## src/rtl/matvec_pkg.sv

```systemverilog
// Shared types and elaboration helpers for the systolic matrix-vector multiplier.
package matvec_pkg;

  typedef enum logic [1:0] {IDLE, LOAD, DRAIN, DONE} state_t;

  localparam int ACC_W_MAX = 48;

  // Bits needed for a counter running 0..n-1 (never narrower than 1).
  function automatic int cnt_w(input int n);
    return (n < 2) ? 1 : $clog2(n);
  endfunction

  function automatic bit acc_w_ok(input int acc_w, input int dw);
    return (acc_w >= 2 * dw) && (acc_w <= ACC_W_MAX);
  endfunction

endpackage

```

## src/rtl/matvec_pe.sv

```systemverilog
// One systolic row: registers A, B and the enable tag, then multiply-accumulates.
// MATVEC_SATURATE_EN selects clamp-at-max instead of wrap-around accumulation.
module matvec_pe
  import matvec_pkg::*;
#(
  parameter int DW    = 8,
  parameter int ACC_W = 24
) (
  input  logic             clk,
  input  logic             rst_n,
  input  logic             clr,
  input  logic             en_in,
  input  logic [DW-1:0]    a_in,
  input  logic [DW-1:0]    b_in,
  output logic             en_out,
  output logic [DW-1:0]    b_out,
  output logic [ACC_W-1:0] acc,
  output logic             carry
);

  logic [DW-1:0]    a_r;
  logic [2*DW-1:0]  prod;
  logic [ACC_W:0]   sum;
  logic [ACC_W-1:0] acc_next;

  always_comb begin
    prod = {{DW{1'b0}}, a_r} * {{DW{1'b0}}, b_out};
    sum  = {1'b0, acc} + {{(ACC_W + 1 - 2 * DW){1'b0}}, prod};
`ifdef MATVEC_SATURATE_EN
    acc_next = sum[ACC_W] ? '1 : sum[ACC_W-1:0];
`else
    acc_next = sum[ACC_W-1:0];
`endif
    carry = en_out & sum[ACC_W];
  end

  always_ff @(posedge clk or negedge rst_n) begin
    if (!rst_n) begin
      a_r    <= '0;
      b_out  <= '0;
      en_out <= 1'b0;
      acc    <= '0;
    end else begin
      a_r   <= a_in;
      b_out <= b_in;
      if (clr) begin
        en_out <= 1'b0;
        acc    <= '0;
      end else begin
        en_out <= en_in;
        if (en_out) acc <= acc_next;
      end
    end
  end

endmodule

```

## src/rtl/matvec_systolic.sv

```systemverilog
// Systolic C = A x B: FSM, beat/drain counter, per-row A skew lines and PE chain.
// Build with MATVEC_SATURATE_EN for saturating accumulators (wrap-around otherwise).
module matvec_systolic
  import matvec_pkg::*;
#(
  parameter int ROWS  = 8,
  parameter int COLS  = 8,
  parameter int DW    = 8,
  parameter int ACC_W = 24
) (
  input  logic                  clk,
  input  logic                  rst_n,
  input  logic                  start,
  input  logic                  clr,
  input  logic                  in_valid,
  output logic                  in_ready,
  input  logic [ROWS*DW-1:0]    a_col,
  input  logic [DW-1:0]         b_elem,
  output logic                  out_valid,
  input  logic                  out_ready,
  output logic [ROWS*ACC_W-1:0] c_out,
  output logic                  busy,
  output logic                  ovf
);

  localparam int CW = cnt_w((ROWS > COLS) ? ROWS : COLS);
  localparam logic [CW-1:0] LAST_BEAT  = CW'(COLS - 1);
  localparam logic [CW-1:0] LAST_DRAIN = CW'(ROWS - 1);

  if (!acc_w_ok(ACC_W, DW)) begin : g_bad_acc_w
    $error("matvec_systolic: ACC_W must lie in 2*DW..48");
  end

  state_t          state, state_next;
  logic [CW-1:0]   cnt, cnt_next;
  logic            accept, start_ok, pe_clr;
  logic [ROWS-1:0] carry;
  logic            en_link [ROWS+1];
  logic [DW-1:0]   b_link  [ROWS+1];

  always_ff @(posedge clk or negedge rst_n) begin
    if (!rst_n) begin
      state <= IDLE;
      cnt   <= '0;
    end else begin
      state <= state_next;
      cnt   <= cnt_next;
    end
  end

  always_comb begin
    state_next = state;
    cnt_next   = cnt;
    in_ready   = 1'b0;
    busy       = 1'b0;
    out_valid  = 1'b0;
    start_ok   = 1'b0;
    unique case (state)
      IDLE: begin
        start_ok = start;
        if (start) begin
          state_next = LOAD;
          cnt_next   = '0;
        end
      end
      LOAD: begin
        in_ready = 1'b1;
        busy     = 1'b1;
        if (in_valid) begin
          if (cnt == LAST_BEAT) begin
            state_next = DRAIN;
            cnt_next   = '0;
          end else begin
            cnt_next = cnt + 1'b1;
          end
        end
      end
      DRAIN: begin
        busy = 1'b1;
        if (cnt == LAST_DRAIN) begin
          state_next = DONE;
          cnt_next   = '0;
        end else begin
          cnt_next = cnt + 1'b1;
        end
      end
      DONE: begin
        out_valid = 1'b1;
        start_ok  = start;
        if (start) begin
          state_next = LOAD;
          cnt_next   = '0;
        end else if (out_ready) begin
          state_next = IDLE;
        end
      end
      default: state_next = IDLE;
    endcase
    if (clr) begin
      state_next = IDLE;
      cnt_next   = '0;
      start_ok   = 1'b0;
    end
  end

  assign accept = in_valid & in_ready;
  assign pe_clr = clr | start_ok;

  always_ff @(posedge clk or negedge rst_n) begin
    if (!rst_n)        ovf <= 1'b0;
    else if (pe_clr)   ovf <= 1'b0;
    else if (|carry)   ovf <= 1'b1;
  end

  assign en_link[0] = accept;
  assign b_link[0]  = b_elem;

  for (genvar i = 0; i < ROWS; i++) begin : g_row
    logic [DW-1:0] a_feed;

    if (i == 0) begin : g_direct
      assign a_feed = a_col[DW-1:0];
    end else begin : g_skew
      // i-deep delay line; the oldest entry sits in the top DW bits of sr.
      logic [i*DW-1:0]     sr;
      logic [(i+1)*DW-1:0] shifted;
      assign shifted = {sr, a_col[i*DW +: DW]};
      assign a_feed  = shifted[(i+1)*DW-1 -: DW];
      always_ff @(posedge clk or negedge rst_n) begin
        if (!rst_n) sr <= '0;
        else        sr <= shifted[i*DW-1:0];
      end
    end

    matvec_pe #(.DW(DW), .ACC_W(ACC_W)) u_pe (
      .clk    (clk),
      .rst_n  (rst_n),
      .clr    (pe_clr),
      .en_in  (en_link[i]),
      .a_in   (a_feed),
      .b_in   (b_link[i]),
      .en_out (en_link[i+1]),
      .b_out  (b_link[i+1]),
      .acc    (c_out[i*ACC_W +: ACC_W]),
      .carry  (carry[i])
    );
  end

endmodule

```

## config.mk

```make
export PLATFORM = sky130hd
export DESIGN_NAME = matvec_systolic
export DESIGN_NICKNAME = d
export VERILOG_FILES = /design/src/rtl/matvec_pkg.sv /design/src/rtl/matvec_pe.sv /design/src/rtl/matvec_systolic.sv
export SDC_FILE = /design/constraint.sdc
export NUM_CORES = 2
export LEC_CHECK = 0
export CAP_MARGIN = 5
export CORE_MARGIN = 2
export CORE_UTILIZATION = 55
export DETAILED_ROUTE_END_ITERATION = 12
export GPL_TIMING_DRIVEN = 0
export HOLD_SLACK_MARGIN = 0.12
export PLACE_DENSITY = 0.89
export RECOVER_POWER = 25
export SLEW_MARGIN = 20
export SYNTH_ARGS = -nofsm -noshare
export SYNTH_HDL_FRONTEND = slang
export SYNTH_SLANG_ARGS = --single-unit
```

## constraint.sdc

```tcl
create_clock -name clk -period 4.85 [get_ports clk]
set_clock_uncertainty 0.05 [all_clocks]
set_input_delay 1.2125 -clock clk [delete_from_list [all_inputs] [get_ports clk]]
set_output_delay 1.2125 -clock clk [all_outputs]
set_load 0.02 [all_outputs]
```

Word level (Yosys, flattened, before mapping)

Cells that the tools add are included.

Multiply operators: 8
Add/subtract/negate cells: 9
Eq/ne operators: 10
Reductions and logical operators: 15
Muxes and demuxes: 44
Bitwise gates (word level): 10

Operators by type and width:

| cell                  | count |
|---|---|
| $mux W24              | 16 |
| $add A24 B16 Y25      | 8 |
| $mul A8 B8 Y16        | 8 |
| $reduce_bool A2 Y1    | 9 |
| $mux W1               | 15 |
| $mux W2               | 7 |
| $mux W3               | 4 |
| $ne A3 B3 Y1 const B  | 4 |
| $and A1 B1 Y1         | 9 |
| $pmux W3 S3           | 1 |
| $pmux W2 S4           | 1 |
| $reduce_or A8 Y1      | 1 |
| $reduce_and A5 Y1     | 1 |
| $eq A2 B2 Y1 const B  | 2 |
| $ne A4 B4 Y1 const B  | 1 |
| $reduce_or A2 Y1      | 2 |
| $add A3 B1 Y3 const B | 1 |
| $eq A3 B3 Y1 const B  | 1 |
| $ne A3 B1 Y1 const B  | 1 |
| $eq A2 B1 Y1 const B  | 1 |
| $logic_not A2 Y1      | 1 |
| $reduce_and A2 Y1     | 1 |
| $or A1 B1 Y1          | 1 |

Output and inout bits: 196
Flip-flop bits (word level): 558

Logic depth before layout (Yosys ltp)

Depth after elaboration: 6
Gate-level depth with buffers: 19

Cells and area by module

A second synthesis with hierarchy kept.

Cell total of the unflattened synthesis: 3882
Area total of the unflattened synthesis: 39978.3 µm²

Modules (own cells, without submodules):

| module                         | area each (µm²) | instances | cells an instance |
|---|---|---|---|
| matvec_pe at g_row[0].u_pe ... | 4205.3          | 3         | 451 |
| matvec_pe at g_row[3].u_pe ... | 4271.6          | 2         | 457 |
| matvec_pe at g_row[6].u_pe ... | 4271.6          | 2         | 447 |
| matvec_systolic                | 6059.6          | 1         | 271 |
| matvec_pe at g_row[5].u_pe     | 4216.5          | 1         | 450 |

Least setup slack after synthesis

OpenSTA, ideal clock, no wires.

Kind: register to register
From: register g_row[5].u_pe.b_out[0]
To: register g_row[5].u_pe.acc[18]
Period minus slack after synthesis: 4.736 ns
Library setup time: 0.132 ns
Cell stages (with the launch flop): 19
Buffers on the path: 1
Path slack: 0.114 ns
Data arrival time: 4.554 ns
Path through: dfrtp_1 > clkbuf_1 > nand2_1 > fa_1 > inv_1 > fa_1 > fa_1 > inv_1 > fa_1 > inv_1 > ha_1 > o21a_1 > o311a_1 > a2111oi_2 > nor3_2 > o21ai_1 > nor2_1 > xnor2_1 > nor2_1

Longest elaborated chain between the ends: 4

Ends and longest elaborated chain:

| element                | line            | RTL |
|---|---|---|
| start, declared        | matvec_pe.sv:16 | `output logic [DW-1:0] b_out,` |
| start signal, assigned | matvec_pe.sv:45 | `b_out <= b_in;` |
| $mul A8 B8 Y16         | matvec_pe.sv:27 | `prod = {{DW{1'b0}}, a_r} * {{DW{1'b0}}, b_out};` |
| $add A24 B16 Y25       | matvec_pe.sv:28 | `sum = {1'b0, acc} + {{(ACC_W + 1 - 2 * DW){1'b0}}, prod};` |
| $mux W24               | matvec_pe.sv:51 | `if (en_out) acc <= acc_next;` |
| $mux W24               | matvec_pe.sv:46 | `if (clr) begin` |
| end signal, assigned   | matvec_pe.sv:51 |  |
| end, declared          | matvec_pe.sv:17 | `output logic [ACC_W-1:0] acc,` |

No other way between the ends. The select of a mux whose other input is x is not followed.
A chain may end at the register's enable or synchronous reset.

Final worst setup path

From: register g_row[5].u_pe.b_out[2]
To: register g_row[5].u_pe.acc[19]

The elaborated chain is that of the path after synthesis.

==> impl_results.md <==
* Status: complete, but fails checks
* Failing checks: setup timing
* IO Count at 274
* Synth cell types at 76
* GR Util All Layers at 29.02%
* Syn Std Cell Area at 38860 µm²
* WL per Instance at 21.18 µm
* Syn nets at 4570
* Avg Inst Size Synth at 10.34 µm²
* Die ar. at 72790 µm²
* Hold Crit Class: flop to flop
* Top-count cell post-synth: inv_1
* Post-synth EDFFs at 0
* Via count at 29350
* Final period utilization at 103.7%
* Place WS at -683.9 ps
* Most used DFF post-synth: dfrtp_1
* Core area at 70030 µm²
* Setup tns final at -1019 ps
* CTS tree: built
* Power density over the cells at 381.9 nW/µm²
* Vias in the first global route at 30920
* Core Rows at 97
* Arrival @ worst endpoint at 5540 ps
* Worst-margin pin slew at 1131 ps
* Worst setup margin at -178.6 ps
* Top cells by count, synth: inv_1, dfrtp_1, fa_1
* Area delta synth->final at 21.23%
* Clock Latency Late Sink at 640 ps
* Layout cells sized above 1 at 11.31%
* WHS at 286.0 ps
* #FFs+latches synth at 558
* TritonCTS Buffers at 61
* DRC at 0
* H-Tree Depth at 2
* Slew HR at 24.57%
* Post-synthesis sequential area ratio at 35.94%
* Async SR Flop Fraction at 100.0%
* Final-report setup violation count at 11
* First-pass GRT wire length at 165700 µm
* YS warnings at 0
* Pins Over Slew Limit at 0
* Port Buffers at 273
* Clk sinks at 558
* Unrepaired setup endpoints after global routing: yes
* DP HPWL at 74820 µm
* Root buf cell: clkbuf_16
* Diode count at 0
* Max Cap Viol at 0
* Cells after Synth at 3757
* Deepest clock path buffer count at 3
* Global placer's final weighted congestion at 0.9551
* Via density at 5.673
* Initial antenna violation count at 2
* Initial Util at 55.49%
* Final hold viol count at 0
* DRT Pass-1 Iters at 6
* Post-Route WL at 109600 µm
* Tmin final at 5029 ps
* Die Width at 269.8 µm
* Max IR drop VDD at 0.0004016 V
* Antenna Nets Post-Route at 0
* Yosys top cell area share at 35.94%
* Endpoint class of the critical path: flop
* Pleak at 22.74 nW
* CP Class: flop to flop
* Startpoint Class: flop
* Fmax at 0.1989 GHz
* Drt first-iter violations at 2821
* Leading area contributor after synthesis: dfrtp_1
* Nets at 5001
* Die span in y at 269.8 µm
* Worst Path Required at 5360 ps
* Synth area leaders: dfrtp_1, fa_1, ha_1
* Clock-pin slew on the worst setup and hold paths at 70 ps
* Grt total ovfl at 0
* Pin count of the biggest net entering global routing at 106
* Crit Path Max Fanout at 6
==> power breakdown <==
part | internal, mW | switching, mW | total (mW)
sequential | 4.83 | 0.202 | 5.04
combinational | 3.34 | 4.58 | 7.92
clock | 3.02 | 2.02 | 5.03
==> routing by layer <==
metal / vias up / track usage (%) / share of wire [%]
met5: - / 0 / 0
met1: 14780 / 35.10 / 36
met4: 0 / 14.52 / 5.8
met3: 450 / 6.615 / 9.2
met2: 1541 / 49.02 / 49
li1: 12580 / - / -
==> per-stage QoR <==
step | util (%) | cells | cell area (µm²) | power, mW
floorplan | - | 3757 | 38860 | 9.788
global placement | 61.07 | 4970 | 42760 | 11.13
detailed placement | 61.33 | 4977 | 42950 | 11.47
CTS | 65.60 | 5111 | 45940 | 17.00
global route | 67.27 | 5174 | 47110 | 18.98
finish | 67.27 | 5174 | 47110 | 17.99
==> sequential cells by signal, indices dropped and copies added, names as in the netlist <==
name	cells
g_row.u_pe.a_r	64
state	2
g_row.g_skew.sr	216
g_row.u_pe.en_out	8
g_row.u_pe.acc	192
cnt	3
g_row.u_pe.b_out	64
g_row.a_feed	8
ovf	1
==> layout by cell type, fill, tap and decap left out, drive strengths merged, types with 7 or more instances in the layout <==
| cell type | instances |
|---|---|
| inv | 811 |
| dfrtp | 558 |
| fa | 400 |
| ha | 335 |
| nand2 | 297 |
| and2 | 285 |
| clkdlybuf4s50 | 272 |
| nor2 | 221 |
| buf | 121 |
| clkbuf | 120 |
| a21oi | 108 |
| mux2i | 97 |
| o21ai | 81 |
| xnor2 | 78 |
| nand3 | 51 |
| a21o | 42 |
| xor2 | 33 |
| nor3 | 30 |
| or3 | 29 |
| a211oi | 28 |
| and3 | 19 |
| o21bai | 19 |
| nand4 | 16 |
| a31oi | 15 |
| nor2b | 12 |
| o21a | 11 |
| bufinv | 10 |
| nand2b | 8 |
| o211ai | 8 |
| a2111oi | 8 |
| clkinv | 8 |
| nand3b | 7 |
| nor4 | 7 |
| nor3b | 7 |
| o31ai | 7 |
==> worst paths after layout <==
path	start	end	slack, ps	cells after the start
max	g_row[5].u_pe.b_out[2]	g_row[5].u_pe.acc[19]	-180	17
max in group asynchronous	rst_n	g_row[7].u_pe.a_r[4]	2640	4
min in group asynchronous	rst_n	g_row[2].g_skew.sr[5]	450	1
min	g_row[2].g_skew.sr[8]	g_row[2].u_pe.a_r[0]	290	0
max reg2reg	g_row[5].u_pe.b_out[2]	g_row[5].u_pe.acc[19]	-180	17
min reg2reg	g_row[2].g_skew.sr[8]	g_row[2].u_pe.a_r[0]	290	0
==> cell type report <==
type	instances	area [µm²]
timing repair buffer	371	3643
buffer	59	357.8
inverter	808	3038
fill	4634	22920
tap	940	1176
sequential	558	14060
clock buffer	83	1720
multi-input combinational	2329	22680
clock inverter	26	434.2
==> timing repair <==
item / CTS / global route
setup buffers: 27 / 64
hold buffers: 0 / 0
pin swaps: 46 / 123
setup endpoints to repair: 88 / 86
gates resized for setup: 171 / 212
==> kinds of logic (layout without fill, tap and decap cells) <==
group,count (synthesis),after routing,share of synthesized area (%)
simple gates,1008,1008,12.79
buf+inv,870,1347,8.456
fa+ha+maj,735,735,31.40
flops,558,558,35.94
compound gates,376,376,6.363
xor+xnor,111,111,2.502
mux,99,99,2.557
==> critical path, cell delays in order (launching register included) <==
cell	delay (ps)
dfrtp_2	470
buf_4	180
and2_1	180
fa_1	470
fa_1	450
ha_1	290
inv_1	60
fa_1	550
inv_1	90
ha_2	420
a21oi_4	100
o21ai_4	160
a21oi_2	90
o211ai_2	280
a2111oi_4	140
o41a_1	460
or3_1	350
a21oi_2	150
(Power assumes the default switching activity.)
